`src/rtl/scanout_fetch.sv`:
```
`default_nettype none
// ==========================================================================
// scanout_fetch : raster-order framebuffer reader feeding a pixel FIFO with a
//                 valid/ready pixel output. SCANOUT_SCALE2_EN: 2x2 upscaling.
// Revision      : 1.0  initial release
// ==========================================================================
module scanout_fetch #(
  parameter int          IMG_W      = 100,
  parameter int          IMG_H      = 100,
  parameter logic [15:0] BASE_ADDR  = 16'h0,
  parameter int          FIFO_DEPTH = 8
) (
  input  logic        clk,
  input  logic        rst,
  input  logic        frame_start,
  output logic [15:0] mem_addr,
  input  logic [15:0] mem_rdata,
  output logic        pix_valid,
  input  logic        pix_ready,
  output logic [7:0]  pix_data,
  output logic        frame_done,
  output logic        underflow
);

`ifdef SCANOUT_SCALE2_EN
  localparam int c_REPS = 2;
`else
  localparam int c_REPS = 1;
`endif
  localparam int c_NRD  = c_REPS * IMG_W * IMG_H;
  localparam int c_NACC = c_REPS * c_REPS * IMG_W * IMG_H;
  localparam int c_CW   = $clog2(c_NACC + 1);
  localparam int c_AW   = $clog2(FIFO_DEPTH);
  localparam int c_CNTW = c_AW + 1;
  localparam int c_XW   = $clog2(IMG_W);
  localparam logic [c_XW-1:0]   c_XLAST = c_XW'(IMG_W - 1);
  localparam logic [c_CNTW-1:0] c_DEPTH = c_CNTW'(FIFO_DEPTH);

  typedef enum logic [1:0] {
    S_IDLE  = 2'd0,
    S_FETCH = 2'd1,
    S_DRAIN = 2'd2
  } state_t;

  state_t            r_state, w_stateNext;
  logic              r_armed;
  logic              r_inflight;
  logic [7:0]        r_fifo [FIFO_DEPTH];
  logic [c_AW-1:0]   r_wrPtr, r_rdPtr;
  logic [c_CNTW-1:0] r_count;
  logic [c_XW-1:0]   r_x;
  logic [c_CW-1:0]   r_rdCnt, r_accCnt;
`ifdef SCANOUT_SCALE2_EN
  logic              r_pass;
  logic              r_rep;
`endif

  logic w_active, w_start, w_room, w_issue, w_push, w_accept, w_pop;
  logic w_lastRd, w_lastAcc, w_unusedHi;

  // A frame_start on the very first edge after reset release is ignored
  assign w_start   = frame_start && r_armed;
  assign w_active  = (r_state != S_IDLE);
  assign w_room    = (r_count + c_CNTW'(r_inflight)) < c_DEPTH;
  assign w_issue   = (r_state == S_FETCH) && w_room;
  assign w_push    = r_inflight;
  assign w_accept  = pix_valid && pix_ready;
`ifdef SCANOUT_SCALE2_EN
  assign w_pop     = w_accept && r_rep;
`else
  assign w_pop     = w_accept;
`endif
  assign w_lastRd  = w_issue && (r_rdCnt == c_CW'(c_NRD - 1));
  assign w_lastAcc = w_accept && (r_accCnt == c_CW'(c_NACC - 1));
  assign w_unusedHi = ^mem_rdata[15:8];

  assign pix_valid = (r_count != '0);
  assign pix_data  = pix_valid ? r_fifo[r_rdPtr] : 8'h00;

  always_ff @(posedge clk or negedge rst) begin
    if (!rst) r_state <= S_IDLE;
    else      r_state <= w_stateNext;
  end

  always_comb begin
    w_stateNext = r_state;
    if (w_start) begin
      w_stateNext = S_FETCH;
    end else begin
      case (r_state)
        S_IDLE:  w_stateNext = S_IDLE;
        S_FETCH: if (w_lastRd)  w_stateNext = S_DRAIN;
        S_DRAIN: if (w_lastAcc) w_stateNext = S_IDLE;
        default: w_stateNext = S_IDLE;
      endcase
    end
  end

  always_ff @(posedge clk or negedge rst) begin
    if (!rst) begin
      r_armed    <= 1'b0;
      r_inflight <= 1'b0;
      r_wrPtr    <= '0;
      r_rdPtr    <= '0;
      r_count    <= '0;
      r_x        <= '0;
      r_rdCnt    <= '0;
      r_accCnt   <= '0;
      mem_addr   <= BASE_ADDR;
      frame_done <= 1'b0;
      underflow  <= 1'b0;
`ifdef SCANOUT_SCALE2_EN
      r_pass     <= 1'b0;
      r_rep      <= 1'b0;
`endif
    end else begin
      r_armed    <= 1'b1;
      frame_done <= w_lastAcc && !w_start;
      if (w_start) begin
        // Restart drops the FIFO contents and any read still in the RAM pipe
        r_inflight <= 1'b0;
        r_wrPtr    <= '0;
        r_rdPtr    <= '0;
        r_count    <= '0;
        r_x        <= '0;
        r_rdCnt    <= '0;
        r_accCnt   <= '0;
        mem_addr   <= BASE_ADDR;
        underflow  <= 1'b0;
`ifdef SCANOUT_SCALE2_EN
        r_pass     <= 1'b0;
        r_rep      <= 1'b0;
`endif
      end else begin
        if (w_active && pix_ready && !pix_valid) underflow <= 1'b1;
        r_inflight <= w_issue;
        if (w_issue) begin
          r_rdCnt <= r_rdCnt + c_CW'(1);
          if (r_x == c_XLAST) begin
            r_x <= '0;
`ifdef SCANOUT_SCALE2_EN
            // First pass over a line rewinds to its start for the repeat pass
            if (!r_pass) mem_addr <= mem_addr - 16'(IMG_W - 1);
            else         mem_addr <= mem_addr + 16'd1;
            r_pass <= ~r_pass;
`else
            mem_addr <= mem_addr + 16'd1;
`endif
          end else begin
            r_x      <= r_x + c_XW'(1);
            mem_addr <= mem_addr + 16'd1;
          end
        end
        if (w_push) r_wrPtr <= r_wrPtr + c_AW'(1);
        if (w_pop)  r_rdPtr <= r_rdPtr + c_AW'(1);
        if (w_accept) begin
          r_accCnt <= r_accCnt + c_CW'(1);
`ifdef SCANOUT_SCALE2_EN
          r_rep    <= ~r_rep;
`endif
        end
        case ({w_push, w_pop})
          2'b10:   r_count <= r_count + c_CNTW'(1);
          2'b01:   r_count <= r_count - c_CNTW'(1);
          default: r_count <= r_count;
        endcase
      end
    end
  end

  always_ff @(posedge clk) begin
    if (w_push) r_fifo[r_wrPtr] <= mem_rdata[7:0];
  end

endmodule
`default_nettype wire

```
`config.mk`:
```
export PLATFORM = sky130hd
export DESIGN_NAME = scanout_fetch
export DESIGN_NICKNAME = d
export VERILOG_FILES = /design/src/rtl/scanout_fetch.sv
export SDC_FILE = /design/constraint.sdc
export NUM_CORES = 1
export LEC_CHECK = 0
export BUFFER_PORTS_ARGS = -buffer_cell sky130_fd_sc_hd__buf_2
export CAP_MARGIN = 15
export CORE_UTILIZATION = 30
export DETAILED_ROUTE_END_ITERATION = 8
export GPL_ROUTABILITY_DRIVEN = 0
export SLEW_MARGIN = 15
export SYNTH_ARGS = -nofsm -noshare
export SYNTH_HDL_FRONTEND = slang
export SYNTH_SLANG_ARGS = --single-unit
```
`constraint.sdc`:
```
create_clock -name clk -period 3.71 [get_ports clk]
set_input_delay 0.5565 -clock clk [delete_from_list [all_inputs] [get_ports clk]]
set_output_delay 0.5565 -clock clk [all_outputs]
set_load 0.01 [all_outputs]
```
### After elaboration in Yosys (flattened, before gate mapping)

Memory sizes are Yosys's and may differ from the RTL's.
Index checks and enable logic that the tools add are counted.

| cells by class | value |
|---|---|
| magnitude comparators | 1 |
| muxes and demuxes | 22 |
| equality and inequality tests | 8 |
| reductions and logical operators | 18 |
| add/subtract/negate cells | 8 |

Operator list:

| operator | count |
|---|---|
| two-way mux 14 bit | 4 |
| two-way mux 16 bit | 2 |
| adder 14 x 1 -> 14 bit, second input constant | 2 |
| == test 14 bit, second input constant | 2 |
| adder 16 x 1 -> 16 bit, second input constant | 1 |
| two-way mux 3 bit | 4 |
| nonzero test 2 bit | 5 |
| logical AND 1 bit | 8 |
| two-way mux 8 bit | 1 |
| case mux 4 bit (2 select lines) | 1 |
| adder 3 x 1 -> 3 bit, second input constant | 2 |
| two-way mux 2 bit | 3 |
| != test 3 bit, second input constant | 2 |
| two-way mux 1 bit | 5 |
| adder 4 x 1 -> 4 bit | 1 |
| adder 4 x 1 -> 4 bit, second input constant | 1 |
| == test 2 x 1 -> 1 bit, second input constant | 2 |
| == test 2 bit, second input constant | 2 |
| < comparator 4 bit, second input constant | 1 |
| two-way mux 4 bit | 1 |
| case mux 2 bit (2 select lines) | 1 |
| nonzero test 4 bit | 1 |
| subtractor 4 x 1 -> 4 bit, second input constant | 1 |
| nonzero test 3 bit | 1 |
| 2 further kinds | 3 |

| word-level totals | value |
|---|---|
| flip-flop bits (word level) | 60 |
| memories | 1 |
| bits in writable memories | 64 |
| bits of input ports | 20 |
| word-level logic and storage cells | 69 |
| output and inout bits | 27 |

Memory list:

| memory | depth | width | read ports | clocked after memory_dff | write ports | line | text |
|---|---|---|---|---|---|---|---|
| r_fifo | 8 | 8 | 1 | 0 | 1 | 48 | `logic [7:0] r_fifo [FIFO_DEPTH];` |

### Depth between registers and ports, before layout

Gate-level depths: netlist of run 1.

| logic depth | value |
|---|---|
| depth after elaboration | 7 |
| gate-level depth with buffers | 11 |
| mapped depth without buffers | 9 |

### Worst setup path after synthesis of run 1

OpenSTA, ideal clock, no wires.

| timing path | value |
|---|---|
| kind | reg2reg |
| start point | register r_count[1] |
| end point | register r_count[3] |
| library setup time | 132 ps |
| required time | 3578 ps |
| setup slack | 1257 ps |
| buffers on the path | 2 |
| cell stages (with the launch flop) | 12 |
| period minus slack after synthesis | 2453 ps |
| arrival | 2321 ps |
| cell sequence | dfrtp_1 buf_2 o41a_1 buf_4 nand2b_2 inv_1 ha_1 a31o_2 a31oi_1 mux2i_1 xnor2_1 nor2_1 |

| on the way | value |
|---|---|
| cells in the longest elaborated chain, start to end | 5 |
| elaborated cells between the ends (all ways) | 9 |
| those cells by class | add/sub: 2; eq/ne: 2; mux: 2; reduce/logical: 3 |

Ends and longest elaborated chain:

| element | line | text |
|---|---|---|
| start, declared | 50 | `logic [c_CNTW-1:0] r_count;` |
| start signal, assigned | 163 | `2'b10: r_count <= r_count + c_CNTW'(1);` |
| start signal, assigned | 164 | `2'b01: r_count <= r_count - c_CNTW'(1);` |
| start signal, assigned | 165 | `default: r_count <= r_count;` |
| branches (longest 5 deep; another with subtractor 4 x 1 -> 4 bit) | -- |  |

Parallel ways; which one is timed is not known.
A chain may end at the register's enable or synchronous reset.

### Worst setup path after layout of run 1

| timing path | value |
|---|---|
| start point | register r_count[1] |
| end point | output pix_data[5] |

| on the way | value |
|---|---|
| cells in the longest elaborated chain, start to end | 2 |

Ends and longest elaborated chain:

| element | line | text |
|---|---|---|
| nonzero test 4 bit | 77 | `assign pix_valid = (r_count != '0);` |
| two-way mux 8 bit | 78 | `assign pix_data = pix_valid ? r_fifo[r_rdPtr] : 8'h00;` |
| end, declared | 20 | `output logic [7:0] pix_data,` |

No other way between the ends.

==> summary.md, run 1 <==
| Metric | Value |
|---|---|
| Crit path time final | between 2000 and 3000 ps |
| Total length of routed wires | between 10000 and 15000 um |
| Critical path type | reg2out |
| Worst flop-to-flop path startpoint | r_count[1]$_DFFE_PN0P_ |
| End of the worst register-to-register path | r_count[3]$_DFFE_PN0P_ |
| Final HPWL from detailed placement | between 6000 and 7000 um |
| Cell-by-cell listing of the critical path | or2_2 -> nor3_2 -> nor2_1 -> buf_2 |
| CP endpoint kind | primary output |
| Leading cell type in the layout, fill and taps excluded | sky130_fd_sc_hd__edfxtp_1 |
| Post-synthesis cell area | around 0.0055 mm^2 |
| Worst setup startpoint | r_count[1]$_DFFE_PN0P_ |
| Final setup slack of the worst path | just under 1000 ps |
| Clock Pin Slew Worst Setup and Hold Paths | around 60 ps |
| Placement Setup Slack | between 1000 and 1500 ps |
| Deepest level of the CTS H-tree | 4 |
| Number of buffers inserted during clock tree synthesis | 17 |
| Post-route core utilization | 0.363 |
| Number of distinct library cell variants in the gate-level netlist after synthesis | 42 |
| DR pass1 iterations | 4 |
| Global Route Usage Sum | 0.121 |
| Highest fanout seen on the critical path | 10 |
| Number of buffers added for setup after CTS | 0 |
| Ratio of total power to cell area | 700 mW/mm^2 |
| Fill cell instance count of the final layout | 1777 |
| Number of antenna diodes | 0 |
| Run status | complete, no violations |
| Post-layout net count | between 400 and 500 |
| RSZ-0062 raised after global routing | false |
| Die area | 0.0190 mm^2 |
| # setup viols final | 0 |
| Layout cells sized above 1 | 0.199 |
| Highest-count cells in the layout ignoring fill and taps | 64 x sky130_fd_sc_hd__edfxtp_1, 63 x sky130_fd_sc_hd__nor2_1, 60 x sky130_fd_sc_hd__dfrtp_1 |
| Data arrival at the endpoint of the critical path | 2190 ps |
| Die extent in y | roughly 140 um |
| Antenna violations before repair | 0 |
| Hold Vio Cnt, Final | 0 |
| Required arrival time at the worst endpoint | ~3200 ps |
| Overall overflow remaining after global route | 0 |
| Peak supply drop | between 0.0003 and 0.0004 V |
| Initial standard-cell utilization of the core | 0.306 |
| Maximum number of pins on one net before global-route repair | 60 |
| Number of flip-flops and latches in the synthesized netlist | around 120 |
| Hold Crit Class | in2async |
| Slowest Stage Delay on Critical Path | between 600 and 700 ps |
| Fin crit share | 0.740 |
| Vias in the first global route | roughly 3500 |
| Synthesized area per cell | approximately 13 um^2 |
| DRC marker count from the first detailed-route iteration | about 160 |
| Maximum achievable frequency | between 0.3 and 0.4 GHz |
| Number of instances in the synthesized netlist | 426 |
| Max-slew violation total from the final report | 0 |
| Clock tree from TritonCTS | done |
| Core Footprint | around 0.018 mm^2 |
| Startpoint class of the critical path | register |
| Tightest Pin Transition | slightly below 1000 ps |
| Sum of negative setup slack | 0 ps |
| Internal reg-to-reg setup slack | about 1000 ps |
| Leakage component of the power | 0.00262 uW |
| Worst reg2reg path depth | 9 |
| Overall die width | 138 um |
| CTS Root Cell | sky130_fd_sc_hd__clkbuf_16 |
| Synth-to-Final Area Change | 18.3% |
| Post-CTS Hold Buffers | 0 |
| Buffer depth of the longest clock path | 2 |
| Gates resized, CTS repair | 0 |
| Tightest slew margin relative to the limit | 0.356 |
| Global-route wire length before repair | 17200 um |
| Clk sink count | between 100 and 150 |
| DR WL/cell | ~15 um |
| Port buffer count | 38 |
| Row cnt | 49 |
| Count of synthesis-stage warnings from yosys | 0 |
| Library cell contributing the largest single delay on the critical path | sky130_fd_sc_hd__nor3_2 |
| Post-route ant nets | 0 |
| Max-Cap Viols | 0 |
| Sequential fraction of the synthesis area | 0.620 |
| Syn nets | 453 |
| Via Count | between 3000 and 4000 |
| Overall power consumption | 4570 uW |
| Total DRC errors in the routed layout | 0 |
| Number of I/O pins | between 40 and 50 |
| Source-to-sink clock delay at the later pin of the worst-skew pair | ~400 ps |
| Setup clock skew after layout | between 7 and 8 ps |
| Per-cell via count in the routed design | 4.79 |
metal layers:
metal	up-vias	share of wire	GRT usage	wire [um]
li1	1635	-	-	-
met1	1699	0.46	0.150	4860
met2	70	0.48	0.197	5070
met3	4	0.049	0.0460	518
met4	0	0.0041	0.0348	43
met5	-	0	0	0
registers in the layout, summed over array words and instances (netlist names), 2 cells and up:
register,count
mem_addr,16
r_accCnt,14
r_count,4
r_fifo,64
r_rdCnt,14
r_rdPtr,3
r_state,2
r_wrPtr,3
per-stage QoR:
stage / hold slack [ps] / area [um^2] / instances
2_1_floorplan: 261 / 5520 / 426
3_3_place_gp: 480 / 5960 / 679
3_5_place_dp: 489 / 5960 / 679
4_1_cts: 335 / 6530 / 711
5_1_grt: 376 / 6540 / 711
6_report: 302 / 6540 / 711
report_power, final:
part,internal (uW),switching [uW]
registers,1670,206
logic,514,594
clock network,987,597
worst max-delay path: cells and delay by family (launching register included):
kind | cells | cell delay, ps
buf+inv | 1 | 170
simple gates | 3 | 1150
flops | 1 | 470
cell type report:
class	instances	area, um^2	share of cell area
multi-input combinational	280	2010	0.307
timing repair buffer	44	235	0.0360
tap	229	287	0.0438
sequential	124	3420	0.524
clock buffer	18	429	0.0657
inverter	2	7.51	0.00115
clock inverter	14	146	0.0224
synthesized netlist by cell type:
cell,count,area (um^2)
sky130_fd_sc_hd__nor4_1,2,12.5
sky130_fd_sc_hd__nor2b_1,2,12.5
sky130_fd_sc_hd__nand4_1,23,144
sky130_fd_sc_hd__inv_1,2,7.51
sky130_fd_sc_hd__nor3_2,1,10.0
sky130_fd_sc_hd__o41ai_2,1,16.3
sky130_fd_sc_hd__and4b_1,1,10.0
sky130_fd_sc_hd__buf_1,2,7.51
sky130_fd_sc_hd__nand2_1,24,90.1
sky130_fd_sc_hd__nand2b_2,1,8.76
sky130_fd_sc_hd__or4_1,1,7.51
sky130_fd_sc_hd__mux4_2,16,360
sky130_fd_sc_hd__and2_1,8,50.1
sky130_fd_sc_hd__a31o_2,1,8.76
sky130_fd_sc_hd__dfrtp_1,60,1500
sky130_fd_sc_hd__nand3_1,14,70.1
sky130_fd_sc_hd__conb_1,1,3.75
sky130_fd_sc_hd__and3_1,11,68.8
sky130_fd_sc_hd__a21o_1,1,7.51
sky130_fd_sc_hd__a21oi_1,13,65.1
sky130_fd_sc_hd__o21a_1,1,7.51
sky130_fd_sc_hd__xnor2_1,12,105
sky130_fd_sc_hd__buf_2,7,35.0
sky130_fd_sc_hd__or3_1,4,25.0
sky130_fd_sc_hd__ha_1,7,87.6
sky130_fd_sc_hd__buf_4,1,7.51
sky130_fd_sc_hd__nor4bb_1,1,10.0
sky130_fd_sc_hd__and4_1,6,52.6
sky130_fd_sc_hd__clkbuf_1,10,37.5
sky130_fd_sc_hd__nand2b_1,5,31.3
sky130_fd_sc_hd__o21ai_0,2,10.0
sky130_fd_sc_hd__nor2_1,63,236
sky130_fd_sc_hd__nor3_1,7,35.0
sky130_fd_sc_hd__edfxtp_1,64,1920
sky130_fd_sc_hd__o41a_1,1,11.3
sky130_fd_sc_hd__and3_4,1,11.3
sky130_fd_sc_hd__nand3b_1,1,7.51
sky130_fd_sc_hd__a31oi_1,1,6.26
sky130_fd_sc_hd__nor4b_1,1,8.76
sky130_fd_sc_hd__xor2_1,35,307
sky130_fd_sc_hd__or2_2,1,6.26
sky130_fd_sc_hd__mux2i_1,10,100
worst max-delay path by stage:
stage / end / slack (ps) / cells past startpoint
2_1_floorplan: r_count[3]$_DFFE_PN0P_ / 1260 / 11
3_3_place_gp: r_count[3]$_DFFE_PN0P_ / 1080 / 9
3_5_place_dp: r_count[3]$_DFFE_PN0P_ / 1040 / 9
4_1_cts: pix_data[5] / 920 / 4
5_1_grt: pix_data[3] / 780 / 4
6_report: pix_data[5] / 960 / 4
cell families (layout without fill, tap and decap cells):
logic type,count (synthesis),after routing,share of synthesized area
muxes,26,26,0.0834
DFF,124,124,0.620
and+or+nand+nor,178,178,0.164
xor gates and xnor gates,47,47,0.0745
adders and majority gates,7,7,0.0159
buffers and inverters,22,78,0.0172
other,1,1,0.000679
AOI/OAI and AO/OA,21,21,0.0240
Note: power is estimated with default switching activity, not from simulation.
==> run 2, diff against run 1 <==
==> constraint.sdc (replaced) <==
create_clock -name clk -period 2.3 [get_ports clk]
set_input_delay 0.345 -clock clk [delete_from_list [all_inputs] [get_ports clk]]
set_output_delay 0.345 -clock clk [all_outputs]
set_load 0.01 [all_outputs]
==> summary.md, run 2 (synthesized netlist as in run 1, its figures left out) <==
| Metric | Value |
|---|---|
| Tightest slew margin relative to the limit | 0.596 (was 0.356) |
| CTS Root Cell | sky130_fd_sc_hd__clkbuf_16 (unchanged) |
| Overall die width | 138 um (unchanged) |
| Source-to-sink clock delay at the later pin of the worst-skew pair | 410 ps (about the same) |
| Synth-to-Final Area Change | 22.8% (was 18.3%) |
| Cell-internal power | 5420 uW (was 3170 uW) |
| Flip-flop count of the largest register, all copies and words added | 64 (unchanged) |
| Hold Crit Class | in2reg (was in2async) |
| Tightest Pin Transition | 606 ps (was 966 ps) |
| Clock tree from TritonCTS | done (unchanged) |
| Total instance count after detailed placement | 697 (was 679) |
| # setup viols final | 0 (unchanged) |
| Number of buffers inserted during clock tree synthesis | 17 (unchanged) |
| Share of total power in sequential cells | 0.380 (was 0.411) |
| Deepest level of the CTS H-tree | 4 (unchanged) |
| Critical path type | reg2out (unchanged) |
| Capture endpoint of the worst hold path | r_fifo[5][7]$_DFFE_PP_ |
| Data arrival at the endpoint of the critical path | 1890 ps (was 2190 ps) |
| Row cnt | 49 (unchanged) |
| CP endpoint kind | primary output (unchanged) |
| Final HPWL from detailed placement | 7230 um (was 6750 um) |
| Maximum number of pins on one net before global-route repair | 39 (was 60) |
| Cell depth of the worst min-delay path | 1 |
| Highest-count cells in the layout ignoring fill and taps | 64 x sky130_fd_sc_hd__edfxtp_1, 63 x sky130_fd_sc_hd__nor2_1, 59 x sky130_fd_sc_hd__dfrtp_1 (was 64 x sky130_fd_sc_hd__edfxtp_1, 63 x sky130_fd_sc_hd__nor2_1, 60 x sky130_fd_sc_hd__dfrtp_1) |
| Leakage component of the power | 0.00275 uW (was 0.00262 uW) |
| Total length of routed wires | 10800 um (was 10500 um) |
| Maximum achievable frequency | 0.448 GHz |
| Fin crit share | 0.971 |
| Core Footprint | 0.0180 mm^2 (unchanged) |
| Max-Cap Viols | 0 (unchanged) |
| DR WL/cell | 14.7 um (was 14.8 um) |
| Highest fanout seen on the critical path | 8 (was 10) |
| Worst flop-to-flop path startpoint | r_count[3]$_DFFE_PN0P_ (was r_count[1]$_DFFE_PN0P_) |
| Biggest regs | r_fifo: 64 flops, mem_addr: 16 flops (unchanged) |
| Layout cells sized above 1 | 0.243 (was 0.199) |
| RSZ-0062 raised after global routing | true (was false) |
| Net switching power figure | 2310 uW (was 1400 uW) |
| Post-layout net count | 517 (was 496) |
| Overall overflow remaining after global route | 0 (unchanged) |
| Ratio of total power to cell area | 1140 mW/mm^2 (was 700 mW/mm^2) |
| Portion of total power attributed to combinational logic | 0.277 (was 0.242) |
| Area of all placed cells without fillers | 0.00678 mm^2 (was 0.00654 mm^2) |
| Cell area after placement | 0.00614 mm^2 (was 0.00596 mm^2) |
| Port buffer count | 38 (unchanged) |
| DRC marker count from the first detailed-route iteration | 202 (was 163) |
| Antenna violations before repair | 0 (unchanged) |
| Initial standard-cell utilization of the core | 0.306 (unchanged) |
| Hold Vio Cnt, Final | 0 (unchanged) |
| Clk sink count | 124 (unchanged) |
| Global Route Usage Sum | 0.127 (was 0.121) |
| Number of I/O pins | 47 (unchanged) |
| Startpoint class of the critical path | register (unchanged) |
| Run status | complete, no violations (unchanged) |
| Startpoint of the tightest hold check path | mem_rdata[7] |
| Global-route wire length before repair | 18000 um (was 17200 um) |
| Clock power share | 0.343 (was 0.346) |
| Peak supply drop | 0.000703 V (was 0.000359 V) |
| Net Sw Frac | 0.299 (was 0.306) |
| Die area | 0.0190 mm^2 (unchanged) |
| Via Count | 3485 (was 3408) |
| Leading cell type in the layout, fill and taps excluded | sky130_fd_sc_hd__edfxtp_1 (unchanged) |
| Non-Filler Instances | 731 (was 711) |
| Max-slew violation total from the final report | 0 (unchanged) |
| Setup clock skew after layout | 8.84 ps (was 7.33 ps) |
| Number of antenna diodes | 0 (unchanged) |
| Vias in the first global route | 3513 (was 3486) |
| Crit path time final | 2230 ps |
| Post-route core utilization | 0.376 (was 0.363) |
| Required arrival time at the worst endpoint | 1960 ps (was 3150 ps) |
| Top reg by flops | r_fifo (unchanged) |
| Buffer depth of the longest clock path | 2 (unchanged) |
| Worst reg2reg path depth | 9 (unchanged) |
| Post-route ant nets | 0 (unchanged) |
| End of the worst register-to-register path | r_count[3]$_DFFE_PN0P_ (unchanged) |
| Per-cell via count in the routed design | 4.77 (was 4.79) |
| Clock Pin Slew Worst Setup and Hold Paths | 50 ps (was 60 ps) |
| DR pass1 iterations | 4 (unchanged) |
| Total DRC errors in the routed layout | 0 (unchanged) |
| Die extent in y | 138 um (unchanged) |
| Internal reg-to-reg setup slack | 80 ps (was 1030 ps) |
[run 2: worst max path at each step]
stage / start / end / slack [ps] / cells past startpoint
floorplan: r_count[3]$_DFFE_PN0P_ / r_count[3]$_DFFE_PN0P_ / -5 / 11
detailed placement: r_count[3]$_DFFE_PN0P_ / r_count[3]$_DFFE_PN0P_ / 80 / 9
CTS: r_count[1]$_DFFE_PN0P_ / pix_data[0] / 20 / 6
global placement: r_count[3]$_DFFE_PN0P_ / r_count[3]$_DFFE_PN0P_ / 110 / 9
finish: r_count[1]$_DFFE_PN0P_ / pix_data[0] / 70 / 6
global route: r_rdPtr[0]$_DFFE_PN0P_ / pix_data[0] / -10 / 5
[run 2: metrics by stage]
stage / TNS [ps] / setup WS, ps / hold WS [ps] / total power, uW
6_report: 0 / 67.8 / 202 / 7730
5_1_grt: -30.1 / -13.7 / 204 / 8170
4_1_cts: 0 / 23.6 / 186 / 7800
3_5_place_dp: 0 / 75.3 / 370 / 5090
3_3_place_gp: 0 / 110 / 363 / 5020
2_1_floorplan: -4.69 / -4.69 / 49.4 / 4370
[run 2: cell type report]
| cell class | instances | area (um^2) |
|---|---|---|
| flip-flops and latches | 124 | 3420 |
| clock buffers | 17 | 425 |
| well taps | 229 | 287 |
| inverters | 2 | 7.51 |
| fillers | 1741 | 11200 |
| repair buffers | 65 | 424 |
| multi-input cells | 280 | 2040 |
| clock inverters | 14 | 168 |
[run 2: metal layers]
metal  track usage  wire [um]  vias up
li1              -          -     1674
met1         0.154       4800     1734
met2         0.212       5430       65
met3        0.0379        443       12
met4        0.0470        101        0
met5             0          0        -
[run 2: power by group through the flow]
stage          Combinational, uW  Sequential, uW  Clock [uW]
2_1_floorplan               1450            2910           0
3_3_place_gp                2060            2950           0
3_5_place_dp                2110            2990           0
4_1_cts                     2170            2940        2700
5_1_grt                     2400            2970        2810
6_report                    2140            2930        2650
[run 2: timing repair]
item,in CTS,in global routing
setup buffers,2,0
hold buffers,1,0
setup endpoints to repair,8,9
pin swaps,0,0
resized for setup,2,2
endpoints found under the hold margin,22,0
[run 2: critical path, stage by stage (launching register included)]
cell and delay, ps:
sky130_fd_sc_hd__dfrtp_1 370, sky130_fd_sc_hd__buf_4 170, sky130_fd_sc_hd__or2_2 340, sky130_fd_sc_hd__nor3_4 210
sky130_fd_sc_hd__buf_6 180, sky130_fd_sc_hd__nor2_1 70, sky130_fd_sc_hd__buf_2 140
